`src/rtl/aes_key_schedule_if.sv`:
```
// Key-load / round-key read bus between the cipher controller and the AES-128 key schedule.
// 128-bit vectors: byte 0 (first key byte) sits in the most significant byte [127:120].
interface aes_key_schedule_if;
    logic         key_load;
    logic [127:0] key_in;
    logic         busy;
    logic         key_ready;
    logic [3:0]   rk_addr;
    logic [127:0] rk_out;

    modport master (
        output key_load,
        output key_in,
        output rk_addr,
        input  busy,
        input  key_ready,
        input  rk_out
    );

    modport slave (
        input  key_load,
        input  key_in,
        input  rk_addr,
        output busy,
        output key_ready,
        output rk_out
    );
endinterface

```
`src/rtl/aes_key_schedule.sv`:
```
// AES-128 key schedule: one expansion round per clock into an 11-entry round-key store,
// with a registered read port. Contains the team byte S-box used four times for SubWord.

module s_box (
    input  logic [3:0] hi,
    input  logic [3:0] lo,
    output logic [7:0] y
);
    localparam logic [7:0] SBOX [0:255] = '{
        8'h63, 8'h7c, 8'h77, 8'h7b, 8'hf2, 8'h6b, 8'h6f, 8'hc5, 8'h30, 8'h01, 8'h67, 8'h2b, 8'hfe, 8'hd7, 8'hab, 8'h76,
        8'hca, 8'h82, 8'hc9, 8'h7d, 8'hfa, 8'h59, 8'h47, 8'hf0, 8'had, 8'hd4, 8'ha2, 8'haf, 8'h9c, 8'ha4, 8'h72, 8'hc0,
        8'hb7, 8'hfd, 8'h93, 8'h26, 8'h36, 8'h3f, 8'hf7, 8'hcc, 8'h34, 8'ha5, 8'he5, 8'hf1, 8'h71, 8'hd8, 8'h31, 8'h15,
        8'h04, 8'hc7, 8'h23, 8'hc3, 8'h18, 8'h96, 8'h05, 8'h9a, 8'h07, 8'h12, 8'h80, 8'he2, 8'heb, 8'h27, 8'hb2, 8'h75,
        8'h09, 8'h83, 8'h2c, 8'h1a, 8'h1b, 8'h6e, 8'h5a, 8'ha0, 8'h52, 8'h3b, 8'hd6, 8'hb3, 8'h29, 8'he3, 8'h2f, 8'h84,
        8'h53, 8'hd1, 8'h00, 8'hed, 8'h20, 8'hfc, 8'hb1, 8'h5b, 8'h6a, 8'hcb, 8'hbe, 8'h39, 8'h4a, 8'h4c, 8'h58, 8'hcf,
        8'hd0, 8'hef, 8'haa, 8'hfb, 8'h43, 8'h4d, 8'h33, 8'h85, 8'h45, 8'hf9, 8'h02, 8'h7f, 8'h50, 8'h3c, 8'h9f, 8'ha8,
        8'h51, 8'ha3, 8'h40, 8'h8f, 8'h92, 8'h9d, 8'h38, 8'hf5, 8'hbc, 8'hb6, 8'hda, 8'h21, 8'h10, 8'hff, 8'hf3, 8'hd2,
        8'hcd, 8'h0c, 8'h13, 8'hec, 8'h5f, 8'h97, 8'h44, 8'h17, 8'hc4, 8'ha7, 8'h7e, 8'h3d, 8'h64, 8'h5d, 8'h19, 8'h73,
        8'h60, 8'h81, 8'h4f, 8'hdc, 8'h22, 8'h2a, 8'h90, 8'h88, 8'h46, 8'hee, 8'hb8, 8'h14, 8'hde, 8'h5e, 8'h0b, 8'hdb,
        8'he0, 8'h32, 8'h3a, 8'h0a, 8'h49, 8'h06, 8'h24, 8'h5c, 8'hc2, 8'hd3, 8'hac, 8'h62, 8'h91, 8'h95, 8'he4, 8'h79,
        8'he7, 8'hc8, 8'h37, 8'h6d, 8'h8d, 8'hd5, 8'h4e, 8'ha9, 8'h6c, 8'h56, 8'hf4, 8'hea, 8'h65, 8'h7a, 8'hae, 8'h08,
        8'hba, 8'h78, 8'h25, 8'h2e, 8'h1c, 8'ha6, 8'hb4, 8'hc6, 8'he8, 8'hdd, 8'h74, 8'h1f, 8'h4b, 8'hbd, 8'h8b, 8'h8a,
        8'h70, 8'h3e, 8'hb5, 8'h66, 8'h48, 8'h03, 8'hf6, 8'h0e, 8'h61, 8'h35, 8'h57, 8'hb9, 8'h86, 8'hc1, 8'h1d, 8'h9e,
        8'he1, 8'hf8, 8'h98, 8'h11, 8'h69, 8'hd9, 8'h8e, 8'h94, 8'h9b, 8'h1e, 8'h87, 8'he9, 8'hce, 8'h55, 8'h28, 8'hdf,
        8'h8c, 8'ha1, 8'h89, 8'h0d, 8'hbf, 8'he6, 8'h42, 8'h68, 8'h41, 8'h99, 8'h2d, 8'h0f, 8'hb0, 8'h54, 8'hbb, 8'h16
    };

    assign y = SBOX[{hi, lo}];
endmodule

// state  | meaning
// IDLE   | no key loaded since reset
// EXPAND | generating round keys 1..NR, one per clock
// DONE   | all round keys valid; a new key_load restarts expansion
module aes_key_schedule #(
    parameter int NR = 10
) (
    input  logic                clk,
    input  logic                rst_n,
    aes_key_schedule_if.slave   ks
);
    typedef enum logic [1:0] {
        IDLE   = 2'd0,
        EXPAND = 2'd1,
        DONE   = 2'd2
    } state_e;

    state_e       state_q, state_d;
    logic [127:0] rk_q [0:NR];
    logic [127:0] rk_d [0:NR];
    logic [127:0] prev_q, prev_d;
    logic [7:0]   rcon_q, rcon_d;
    logic [3:0]   round_q, round_d;
    logic [127:0] rk_out_q, rk_out_d;

    logic [31:0]  w0, w1, w2, w3;
    logic [31:0]  rot_w, sub_w, t_w;
    logic [31:0]  n0, n1, n2, n3;
    logic [127:0] next_key;
    logic         load, step;
    logic         busy, key_ready;

    assign w0 = prev_q[127:96];
    assign w1 = prev_q[95:64];
    assign w2 = prev_q[63:32];
    assign w3 = prev_q[31:0];

    assign rot_w = {w3[23:0], w3[31:24]};

    for (genvar b = 0; b < 4; b++) begin : g_sub
        s_box u_s_box (
            .hi (rot_w[8*b+7 -: 4]),
            .lo (rot_w[8*b+3 -: 4]),
            .y  (sub_w[8*b+7 -: 8])
        );
    end

    assign t_w      = sub_w ^ {rcon_q, 24'h000000};
    assign n0       = w0 ^ t_w;
    assign n1       = w1 ^ n0;
    assign n2       = w2 ^ n1;
    assign n3       = w3 ^ n2;
    assign next_key = {n0, n1, n2, n3};

    // key_load is only honoured outside EXPAND; an expansion always runs to completion.
    assign load = ks.key_load && (state_q != EXPAND);
    assign step = (state_q == EXPAND);

    always_ff @(posedge clk or negedge rst_n) begin
        if (!rst_n) begin
            state_q <= IDLE;
        end else begin
            state_q <= state_d;
        end
    end

    always_comb begin
        state_d = state_q;
        case (state_q)
            IDLE, DONE: if (ks.key_load) state_d = EXPAND;
            EXPAND:     if (round_q == 4'(NR)) state_d = DONE;
            default:    state_d = IDLE;
        endcase
    end

    always_comb begin
        busy      = 1'b0;
        key_ready = 1'b0;
        case (state_q)
            EXPAND:  busy      = 1'b1;
            DONE:    key_ready = 1'b1;
            default: ;
        endcase
    end

    assign ks.busy      = busy;
    assign ks.key_ready = key_ready;

    always_comb begin
        prev_d  = prev_q;
        rcon_d  = rcon_q;
        round_d = round_q;
        for (int i = 0; i <= NR; i++) rk_d[i] = rk_q[i];

        if (load) begin
            rk_d[0] = ks.key_in;
            prev_d  = ks.key_in;
            rcon_d  = 8'h01;
            round_d = 4'd1;
        end else if (step) begin
            for (int i = 1; i <= NR; i++) begin
                if (round_q == 4'(i)) rk_d[i] = next_key;
            end
            prev_d  = next_key;
            round_d = round_q + 4'd1;
            rcon_d  = {rcon_q[6:0], 1'b0} ^ (rcon_q[7] ? 8'h1b : 8'h00);
        end
    end

    // Reads see the store as it was before this edge's write (no bypass).
    always_comb begin
        rk_out_d = '0;
        for (int i = 0; i <= NR; i++) begin
            if (ks.rk_addr == 4'(i)) rk_out_d = rk_q[i];
        end
    end

    always_ff @(posedge clk or negedge rst_n) begin
        if (!rst_n) begin
            prev_q   <= '0;
            rcon_q   <= '0;
            round_q  <= '0;
            rk_out_q <= '0;
            for (int i = 0; i <= NR; i++) rk_q[i] <= '0;
        end else begin
            prev_q   <= prev_d;
            rcon_q   <= rcon_d;
            round_q  <= round_d;
            rk_out_q <= rk_out_d;
            for (int i = 0; i <= NR; i++) rk_q[i] <= rk_d[i];
        end
    end

    assign ks.rk_out = rk_out_q;
endmodule

```
`src/flat_wrapper.sv`:
```
// flat-port wrapper written by rule: the top's interface ports become plain ports
module aes_key_schedule_flat 
#(
    parameter int NR = 10
)
  (clk, rst_n, ks_key_load, ks_key_in, ks_rk_addr, ks_busy, ks_key_ready, ks_rk_out);
  aes_key_schedule_if ks_i ();
  input  logic clk;
  input  logic rst_n;
  input wire logic [$bits(ks_i.key_load)-1:0] ks_key_load;
  input wire logic [$bits(ks_i.key_in)-1:0] ks_key_in;
  input wire logic [$bits(ks_i.rk_addr)-1:0] ks_rk_addr;
  output wire logic [$bits(ks_i.busy)-1:0] ks_busy;
  output wire logic [$bits(ks_i.key_ready)-1:0] ks_key_ready;
  output wire logic [$bits(ks_i.rk_out)-1:0] ks_rk_out;
  assign ks_i.key_load = ks_key_load;
  assign ks_i.key_in = ks_key_in;
  assign ks_i.rk_addr = ks_rk_addr;
  assign ks_busy = ks_i.busy;
  assign ks_key_ready = ks_i.key_ready;
  assign ks_rk_out = ks_i.rk_out;
  aes_key_schedule #(.NR(NR)) u_core (.clk(clk), .rst_n(rst_n), .ks(ks_i));
endmodule
```
`config.mk`:
```
export PLATFORM = sky130hd
export DESIGN_NAME = aes_key_schedule_flat
export DESIGN_NICKNAME = d
export VERILOG_FILES = /design/src/rtl/aes_key_schedule_if.sv /design/src/rtl/aes_key_schedule.sv /design/src/flat_wrapper.sv
export SDC_FILE = /design/constraint.sdc
export NUM_CORES = 2
export LEC_CHECK = 0
export ABC_AREA = 1
export CORE_ASPECT_RATIO = 0.7
export CORE_MARGIN = 2
export CORE_UTILIZATION = 35
export DETAILED_ROUTE_END_ITERATION = 6
export PLACE_DENSITY_LB_ADDON = 0.25
export SYNTH_ARGS = -nofsm -noshare
export SYNTH_HDL_FRONTEND = slang
export SYNTH_HIERARCHICAL = 1
export SYNTH_SLANG_ARGS = --single-unit
```
`constraint.sdc`:
```
create_clock -name clk -period 6.9 [get_ports clk]
set_input_delay 1.38 -clock clk [delete_from_list [all_inputs] [get_ports clk]]
set_output_delay 1.38 -clock clk [all_outputs]
set_load 0.03 [all_outputs]
```
==> parameters.txt <==
Parameter                              Value

Die
  Die outline width ... approximately 590 µm
  Die Y ... between 400 and 500 µm
  Number of placement rows ... 150
  Area of the die ... 0.245 mm²
  Area of the core ... 0.239 mm²
  Initial cell density of the core ... 35.3%
  Boundary Pins ... about 270

STA
  Total Neg Setup Slack ... 0 ps
  Worst-case headroom to the max-slew limit ... 8.30%
  Final hold vios ... 0
  Share of the cycle needed by the critical path after routing ... roughly 85%
  Tmin final ... between 5000 and 6000 ps
  Unrepaired setup endpoints after global routing ... false
  Worst Tran Pin Value ... 1370 ps
  Clock skew ... 80.6 ps
  Count of endpoints failing setup in the final report ... 0
  Final max-slew violation count ... 0
  Fmax ... 170 MHz

Setup path
  Worst Reg-to-Reg Cells ... 18
  Worst flop-to-flop path startpoint ... u_core/prev_q[25]
  WS Path Type ... reg2reg
  Worst-path fanout max ... 17
  Arrival time at the worst endpoint ... between 6000 and 7000 ps
  Kind of end point of the critical path ... register
  R2R Setup Slk ... 1030 ps
  Required time at the worst-slack endpoint ... approximately 7600 ps
  Reg-to-reg endpoint ... u_core/rk_q[1152]
  Startpoint class of the critical path ... register

GRT
  Number of global-route vias before repair ... 74380
  Congestion Overflow GR ... 0
  Global-route wire length before repair ... between 500000 and 600000 µm
  Antenna violations before repair ... 34
  Pin count of the biggest net entering global routing ... 150
  GRT Overall Usage ... 29.9%

Logic synthesis
  Xor/xnor share of the synthesized area ... less than 1%
  Asr flop ratio synth ... 100%
  Net count of the mapped netlist ... 11360
  Cells after Synth ... approximately 11000
  Total number of yosys warnings ... 6
  Synth Area in Adders ... 0.949%
  Mux share of post-synthesis cell area ... 0%
  Post-synthesis cell type count ... 37
  Post-synthesis compound-gate area fraction ... about a tenth
  Mapped Area ... approximately 0.084 mm²
  Post-synthesis simple-gate area fraction ... a little under a third
  Dominant combinational cell family by area after synthesis ... simple AND/OR/NAND/NOR gates
  Number of flip-flops and latches in the synthesized netlist ... between 1500 and 2000
  Leading register cell type out of synthesis ... sky130_fd_sc_hd__dfrtp_1
  Sequential share of the synthesized area ... roughly half
  Post-synth EDFFs ... 0
  Mean instance size in the synthesized netlist ... approximately 7.6 µm²

CTS
  Post-CTS setup buffers ... 0
  Number of CTS-inserted buffers ... between 150 and 200
  CTS hold repair buffers ... 0
  Clock-pin slew on the worst setup and hold paths ... 70 ps
  Worst-case clock buffer depth ... 4
  Clock tree from TritonCTS ... built
  H-tree Lvls ... 4
  CTS sink cnt ... roughly 1700
  Resize count post-CTS ... 0
  Clk_lat worst skew ... around 880 ps
  Cell at the root of the clock tree ... sky130_fd_sc_hd__clkbuf_16

Drt
  Via-to-Cell Ratio ... approximately 5.6
  Detailed-router iteration count before antenna repair ... 6
  Number of DRC violations after detailed-routing iteration 0 ... about 12000
  Via count ... 80915
  Post-detailed-routing wire length ... 375000 µm
  Drc violations ... 0
  Number of antenna-violating nets in the routed design ... 0
  Final routed wire length divided by cell count ... about 26 µm

Placement
  Post-DP HPWL ... 246000 µm
  Port Buf Inserts ... around 260
  Routability-driven placement congestion ratio ... between 1 and 1.5

Layout
  Most common library cell in the layout ignoring fill and taps ... sky130_fd_sc_hd__nand2_1
  Synthesis-to-finish area growth ... 12.8%
  Highest-count cells in the layout ignoring fill and taps ... sky130_fd_sc_hd__nand2_1 (4038), sky130_fd_sc_hd__dfrtp_1 (1671), sky130_fd_sc_hd__nand3_1 (1179), sky130_fd_sc_hd__o21ai_0 (1013), sky130_fd_sc_hd__nor2_1 (733)
  Final nets ... around 11000
  Fraction of final layout cells sized beyond drive strength 1 ... 6.13%

Worst hold path
  Type of the worst min-delay path ... in2async

Power and ir drop
  Leakage power of the design ... approximately 0.046 µW
  Final total power ... around 58000 µW
  Total power per unit cell area ... ~610 mW/mm²
  Worst IR Drop VDD ... between 0.0003 and 0.0004 V

Run status
  Result of the run ... finished, final reports clean

Job
  Max-Cap Viols ... 0
-- worst max-delay path, stage by stage, from the launching register on --
cell and delay (ps):
sky130_fd_sc_hd__dfrtp_1 850, sky130_fd_sc_hd__inv_2 280, sky130_fd_sc_hd__ha_1 460, sky130_fd_sc_hd__nand2_1 360, sky130_fd_sc_hd__nand2_1 160, sky130_fd_sc_hd__a31oi_1 290
sky130_fd_sc_hd__nand3_1 120, sky130_fd_sc_hd__nand3_1 170, sky130_fd_sc_hd__nand2_1 140, sky130_fd_sc_hd__xnor2_2 470, sky130_fd_sc_hd__inv_1 190, sky130_fd_sc_hd__nand2_1 100
sky130_fd_sc_hd__nand2_1 550, sky130_fd_sc_hd__inv_1 260, sky130_fd_sc_hd__nand2_1 180, sky130_fd_sc_hd__nand2_1 490, sky130_fd_sc_hd__nand2_1 150, sky130_fd_sc_hd__nand2_1 320
sky130_fd_sc_hd__o21ai_0 150
-- where the power goes --
part / leakage [µW] / internal [µW] / total [µW] / switching (µW)
Sequential: 0.0210 / 14400 / 17200 / 2760
Clock: 0.00286 / 5690 / 9820 / 4130
Combinational: 0.0218 / 7560 / 30800 / 23200
-- area by class of cell --
type,instances,area (µm²)
fill,24563,144000
sequential,1678,42000
multi-input combinational,8099,36500
clock buffer,254,5180
timing repair buffer,455,4330
tap,3192,3990
inverter,619,2440
clock inverter,46,631
antenna,19,47.5
-- how the worst max path moves through the flow --
stage / slack, ps / to / start / cells after the start
finish: 1030 / u_core/rk_q[1152] / u_core/prev_q[25] / 18
global route: 870 / u_core/prev_q[16] / u_core/prev_q[8] / 19
CTS: 1280 / u_core/rk_q[1152] / u_core/prev_q[25] / 18
detailed placement: 1310 / u_core/rk_q[1152] / u_core/prev_q[25] / 18
global placement: 1380 / u_core/rk_q[1024] / u_core/prev_q[25] / 18
floorplan: 3710 / u_core/rk_q[409] / u_core/prev_q[17] / 25
-- state kept, by name, indices dropped and copies added (netlist names) --
| register | flops |
|---|---|
| u_core/state_q | 2 |
| u_core/round_q | 4 |
| u_core/rcon_q | 8 |
| u_core/prev_q | 128 |
| u_core/rk_q | 1408 |
| u_core/ks.rk_out | 128 |
-- metrics by stage --
step | util [%] | instance area (µm²) | instances | setup slack, ps | hold slack, ps
6_report | 39.8 | 95200 | 14362 | 1030 | 470
5_1_grt | 39.8 | 95100 | 14355 | 865 | 486
4_1_cts | 39.8 | 95100 | 14343 | 1280 | 473
3_5_place_dp | 37.3 | 89300 | 14043 | 1310 | 458
3_3_place_gp | 37.3 | 89300 | 14043 | 1380 | 453
2_1_floorplan | - | 84400 | 11161 | 3710 | 442
-- synthesized netlist by cell type (all sizes together) (34+ instances only) --
cell,instances,area [µm²]
a21oi,142,741
a31oi,111,694
buf,365,2080
clkbuf,400,1500
dfrtp,1678,42000
ha,64,801
inv,619,2340
nand2,4100,15600
nand3,1197,6080
nand4,275,1720
nor2,786,3150
o21ai,1265,6330
o221ai,34,298
-- layer usage --
metal	GRT usage [%]	up-vias	part of all wire (%)
li1	-	35870	-
met1	45.9	40000	46
met2	41.5	4462	41
met3	6.43	581	11
met4	8.87	2	3.2
met5	0	-	0.0053
-- cell families after synthesis --
group           count (synthesis)
fa+ha+maj                      64
simple gates                 6391
flops                        1678
compound gates               1596
buf+inv                      1384
xor+xnor                       48
(Power assumes the default switching activity.)
